`src/rtl/lsu_dmem_bridge.sv`:
```
// rtl/lsu_dmem_bridge.sv - LSU to data-memory bus bridge with stall and timeout
// Registers a single-cycle LSU access into a valid/ready bus request, holding MW until completion.
module lsu_dmem_bridge #(
  parameter int unsigned TIMEOUT   = 16,
  parameter logic [31:0] ERR_RDATA = 32'h0000_0000
) (
  input  logic        clk,
  input  logic        rst_n,
  input  logic        cs,
  input  logic        wr,
  input  logic [3:0]  mask,
  input  logic [31:0] addr,
  input  logic [31:0] data_wr,
  output logic [31:0] data_rd,
  output logic        stall,
  output logic        mem_err,
  output logic        err_sticky,
  output logic        bus_valid,
  output logic        bus_we,
  output logic [31:0] bus_addr,
  output logic [31:0] bus_wdata,
  output logic [3:0]  bus_be,
  input  logic        bus_ready,
  input  logic [31:0] bus_rdata,
  input  logic        bus_err
);

  localparam logic [1:0] ST_IDLE = 2'd0;
  localparam logic [1:0] ST_REQ  = 2'd1;
  localparam logic [1:0] ST_DONE = 2'd2;
  localparam logic [7:0] CNT_LAST = 8'(TIMEOUT - 1);

  logic [1:0]  state_q, state_d;
  logic [7:0]  cnt_q, cnt_d;
  logic        bus_valid_q, bus_valid_d;
  logic        bus_we_q, bus_we_d;
  logic [31:0] bus_addr_q, bus_addr_d;
  logic [31:0] bus_wdata_q, bus_wdata_d;
  logic [3:0]  bus_be_q, bus_be_d;
  logic [31:0] data_rd_q, data_rd_d;
  logic        mem_err_q, mem_err_d;
  logic        err_sticky_q, err_sticky_d;

  always_comb begin
    state_d      = state_q;
    cnt_d        = cnt_q;
    bus_valid_d  = bus_valid_q;
    bus_we_d     = bus_we_q;
    bus_addr_d   = bus_addr_q;
    bus_wdata_d  = bus_wdata_q;
    bus_be_d     = bus_be_q;
    data_rd_d    = data_rd_q;
    mem_err_d    = 1'b0;
    err_sticky_d = err_sticky_q;
    case (state_q)
      ST_IDLE: begin
        if (!cs) begin
          bus_valid_d = 1'b1;
          bus_we_d    = ~wr;
          bus_addr_d  = {addr[31:2], 2'b00};
          bus_wdata_d = data_wr;
          bus_be_d    = wr ? 4'hF : mask;
          cnt_d       = 8'd0;
          state_d     = ST_REQ;
        end
      end
      ST_REQ: begin
        // bus_ready takes priority over a timeout expiring in the same cycle
        if (bus_ready) begin
          bus_valid_d = 1'b0;
          state_d     = ST_DONE;
          if (bus_err) begin
            mem_err_d    = 1'b1;
            err_sticky_d = 1'b1;
            if (!bus_we_q) data_rd_d = ERR_RDATA;
          end else if (!bus_we_q) begin
            data_rd_d = bus_rdata;
          end
        end else if (cnt_q == CNT_LAST) begin
          bus_valid_d  = 1'b0;
          state_d      = ST_DONE;
          mem_err_d    = 1'b1;
          err_sticky_d = 1'b1;
          if (!bus_we_q) data_rd_d = ERR_RDATA;
        end else begin
          cnt_d = cnt_q + 8'd1;
        end
      end
      ST_DONE: state_d = ST_IDLE;
      default: state_d = ST_IDLE;
    endcase
  end

  always_ff @(posedge clk or negedge rst_n) begin
    if (!rst_n) begin
      state_q      <= ST_IDLE;
      cnt_q        <= 8'd0;
      bus_valid_q  <= 1'b0;
      bus_we_q     <= 1'b0;
      bus_addr_q   <= 32'd0;
      bus_wdata_q  <= 32'd0;
      bus_be_q     <= 4'b0000;
      data_rd_q    <= 32'd0;
      mem_err_q    <= 1'b0;
      err_sticky_q <= 1'b0;
    end else begin
      state_q      <= state_d;
      cnt_q        <= cnt_d;
      bus_valid_q  <= bus_valid_d;
      bus_we_q     <= bus_we_d;
      bus_addr_q   <= bus_addr_d;
      bus_wdata_q  <= bus_wdata_d;
      bus_be_q     <= bus_be_d;
      data_rd_q    <= data_rd_d;
      mem_err_q    <= mem_err_d;
      err_sticky_q <= err_sticky_d;
    end
  end

  // Low in DONE so the instruction leaves MW without re-issuing the access
  assign stall      = ((state_q == ST_IDLE) && !cs) || (state_q == ST_REQ);
  assign data_rd    = data_rd_q;
  assign mem_err    = mem_err_q;
  assign err_sticky = err_sticky_q;
  assign bus_valid  = bus_valid_q;
  assign bus_we     = bus_we_q;
  assign bus_addr   = bus_addr_q;
  assign bus_wdata  = bus_wdata_q;
  assign bus_be     = bus_be_q;

endmodule

```
`config.mk`:
```
export PLATFORM = sky130hd
export DESIGN_NAME = lsu_dmem_bridge
export DESIGN_NICKNAME = d
export VERILOG_FILES = /design/src/rtl/lsu_dmem_bridge.sv
export SDC_FILE = /design/constraint.sdc
export NUM_CORES = 1
export LEC_CHECK = 0
export CORE_UTILIZATION = 65
export DETAILED_ROUTE_END_ITERATION = 16
export DONT_BUFFER_PORTS = 1
export PLACE_DENSITY = 0.81
export SLEW_MARGIN = 10
export SYNTH_ARGS = -nofsm -noshare
export SYNTH_HDL_FRONTEND = slang
export SYNTH_SLANG_ARGS = --single-unit
```
`constraint.sdc`:
```
create_clock -name clk -period 5.35 [get_ports clk]
set_input_delay 0.8025 -clock clk [delete_from_list [all_inputs] [get_ports clk]]
set_output_delay 0.8025 -clock clk [all_outputs]
set_load 0.01 [all_outputs]
```
==> flow_metrics.env <==
export IMPL_status="finished clean"
export IMPL_wirelength_um=8360
export IMPL_nets=389
export IMPL_fill_cells=436
export IMPL_post_route_util=0.706
export IMPL_synth_edf_count=0
export IMPL_ys_seq_elements=112
export IMPL_path_cells="ha_1 -> and3_1 -> a21oi_2 -> or3_1 -> a22o_1"
export IMPL_r2r_start="cnt_q[0]"
export IMPL_cp_arrival_ps=2690
export IMPL_design_area_um2=4480
export IMPL_synthTopCellsByCount="dfrtp_1, mux2_2, a22o_1, nor2_1, clkbuf_1"
export IMPL_cp_data_required_time_ps=5650
export IMPL_grt_pass1_vias=2440
export IMPL_synthCells=286
export IMPL_areaGrowthSynthToFinish_pct=4.28
export IMPL_place_inst=348
export IMPL_hp_class="input port to async pin"
export IMPL_synth_area_leader_cell="dfrtp_1"
export IMPL_die_y_um=83.3
export IMPL_max_freq_mhz=417
export IMPL_pin_count=211
export IMPL_grt_pass1_wl_um=13300
export IMPL_drv_slew=0
export IMPL_cts_tree="done"
export IMPL_finalClockSkew_ps=6.38
export IMPL_synth_most_common_cell="dfrtp_1"
export IMPL_start_util=0.677
export IMPL_viasPerCell=6.49
export IMPL_clock_latency_ps=360
export IMPL_synth_seq_area_share=0.652
export IMPL_die_x_um=83.3
export IMPL_fin_cells=364
export IMPL_ys_flop_type="dfrtp_1"
export IMPL_hold_viol_final=0
export IMPL_place_area_um2=4300
export IMPL_max_stage_delay_ps=860
export IMPL_drv_cap=0
export IMPL_tightestPinTransition_ps=1070
export IMPL_synth_area_leaders="dfrtp_1, mux2_2, a22o_1"
export IMPL_synth_top_area_share=0.652
export IMPL_antenna_left=0
export IMPL_cts_made_buffers=9
export IMPL_via_count=2363
export IMPL_path_buf_inv=0
export IMPL_critPathLaunchType="register"
export IMPL_wire_per_inst_um=23.0
export IMPL_h_tree_depth=3
export IMPL_setup_violations=0
export IMPL_clock_sinks=112
export IMPL_drive_gt1_frac=0.314
export IMPL_end_kind="register"
export IMPL_clk_pin_slew_worst_paths_ps=100
export IMPL_synth_async_reset_ratio=1.00
export IMPL_grt_remaining_overflow=0
export IMPL_fin_tns_setup_ps=0
export IMPL_syn_cell_area_um2=4300
export IMPL_grt_util_all_layers=0.252
export IMPL_synth_avg_cell_area_um2=15.0
export IMPL_n_antenna_cell=0
export IMPL_fin_crit_sh=0.448
export IMPL_cts_hold_buf=0
export IMPL_cts_resized_gates=0
export IMPL_p_leak_nw=1.97
export IMPL_core_area_um2=6350
export IMPL_yosysWarnings=0
export IMPL_grt_max_degree=113
export IMPL_rsz0062_at_grt="no"
export IMPL_critPathMaxFanout=32
export IMPL_cp_startpoint="cnt_q[0]"
export IMPL_ys_types=35
export IMPL_drc_errors=0
export IMPL_clock_path_buffers=2
export IMPL_die_area_um2=6940
export IMPL_dp_hpwl_um=5980
export IMPL_critPathSlowestCell="or3_1"
export IMPL_maxSlewHeadroom=0.290
export IMPL_p_per_area_nw_per_um2=617
export IMPL_peakVddDrop_uv=415
export IMPL_cpLargestDelayFamily="simple AND/OR/NAND/NOR gates"
export IMPL_firstDrtPassIters=4
export IMPL_min_period_ps=2400
export IMPL_post_cts_buffers=0
export IMPL_place_congestion=0.719
export IMPL_hold_slack_ps=125
export IMPL_portBuffers=0
export IMPL_antenna_found_initial=0
export IMPL_std_cell_rows=29
export IMPL_ctsRootBufferMaster="clkbuf_8"
export IMPL_crit_type="register to register"
export IMPL_drt_iter0_drc=107
sequential cells by signal, summed over array words and instances, names as in the netlist:
signal      count
cnt_q           8
data_rd        32
bus_wdata      32
mem_err         1
err_sticky      1
bus_we          1
bus_addr       30
state_q         2
bus_valid       1
bus_be          4
report_power, final:
| part | internal, W | leakage, nW | switching, W |
|---|---|---|---|
| sequential | 0.00124 | 1.36 | 0.000493 |
| combinational | 0.000353 | 0.532 | 0.000222 |
| clock | 0.000183 | 0.0809 | 0.000272 |
layout make-up:
class / count / area (um2) / share of cell area
clock buffer: 10 / 138 / 0.0307
timing repair buffer: 2 / 15.0 / 0.00335
tap: 77 / 96.3 / 0.0215
multi-input combinational: 153 / 1370 / 0.306
sequential: 112 / 2800 / 0.625
inverter: 4 / 15.0 / 0.00335
clock inverter: 6 / 43.8 / 0.00977
placed cells by master, fill, tap and decap left out, types with 3 or more instances in the layout:
master / n
a21oi_1: 7
nor3_1: 4
clkbuf_8: 10
a22o_1: 32
nor2_1: 13
mux2_2: 62
inv_1: 3
dfrtp_1: 112
clkinvlp_4: 4
and3_1: 3
logic make-up (layout without fill, tap and decap cells):
kind of cell | count (synthesis) | after routing | synth area share
muxes | 65 | 65 | 0.170
AOI/OAI and AO/OA | 51 | 51 | 0.0963
other | 1 | 2 | 0.000872
adders and majority gates | 1 | 1 | 0.00291
buffers and inverters | 22 | 22 | 0.0323
and+or+nand+nor | 34 | 34 | 0.0460
DFF | 112 | 112 | 0.652
final timing paths:
kind                                endpoint  slack [ps]  cells past startpoint
worst min register to register      cnt_q[0]         560                      1
max in group asynchronous         data_rd[3]        5110                      0
worst max-delay path             data_rd[28]        2950                      5
worst min-delay path            bus_addr[17]         130                      0
worst max register to register   data_rd[28]        2950                      5
min in group clk                      bus_we         520                      1
layer usage:
layer | part of all wire | GRT usage | up-vias
met5 | 0 | 0 | -
met4 | 0.032 | 0.132 | 0
li1 | - | - | 1020
met3 | 0.083 | 0.0885 | 21
met1 | 0.37 | 0.297 | 1199
met2 | 0.52 | 0.411 | 123
stage by stage:
step	total power [W]	worst slack, ps
after global routing	0.00291	2780
final	0.00277	2950
after global placement	0.00229	3060
after detailed placement	0.00234	2990
after floorplan	0.00216	3330
after CTS	0.00279	2950
No activity file was read; power rests on OpenSTA's default activity.
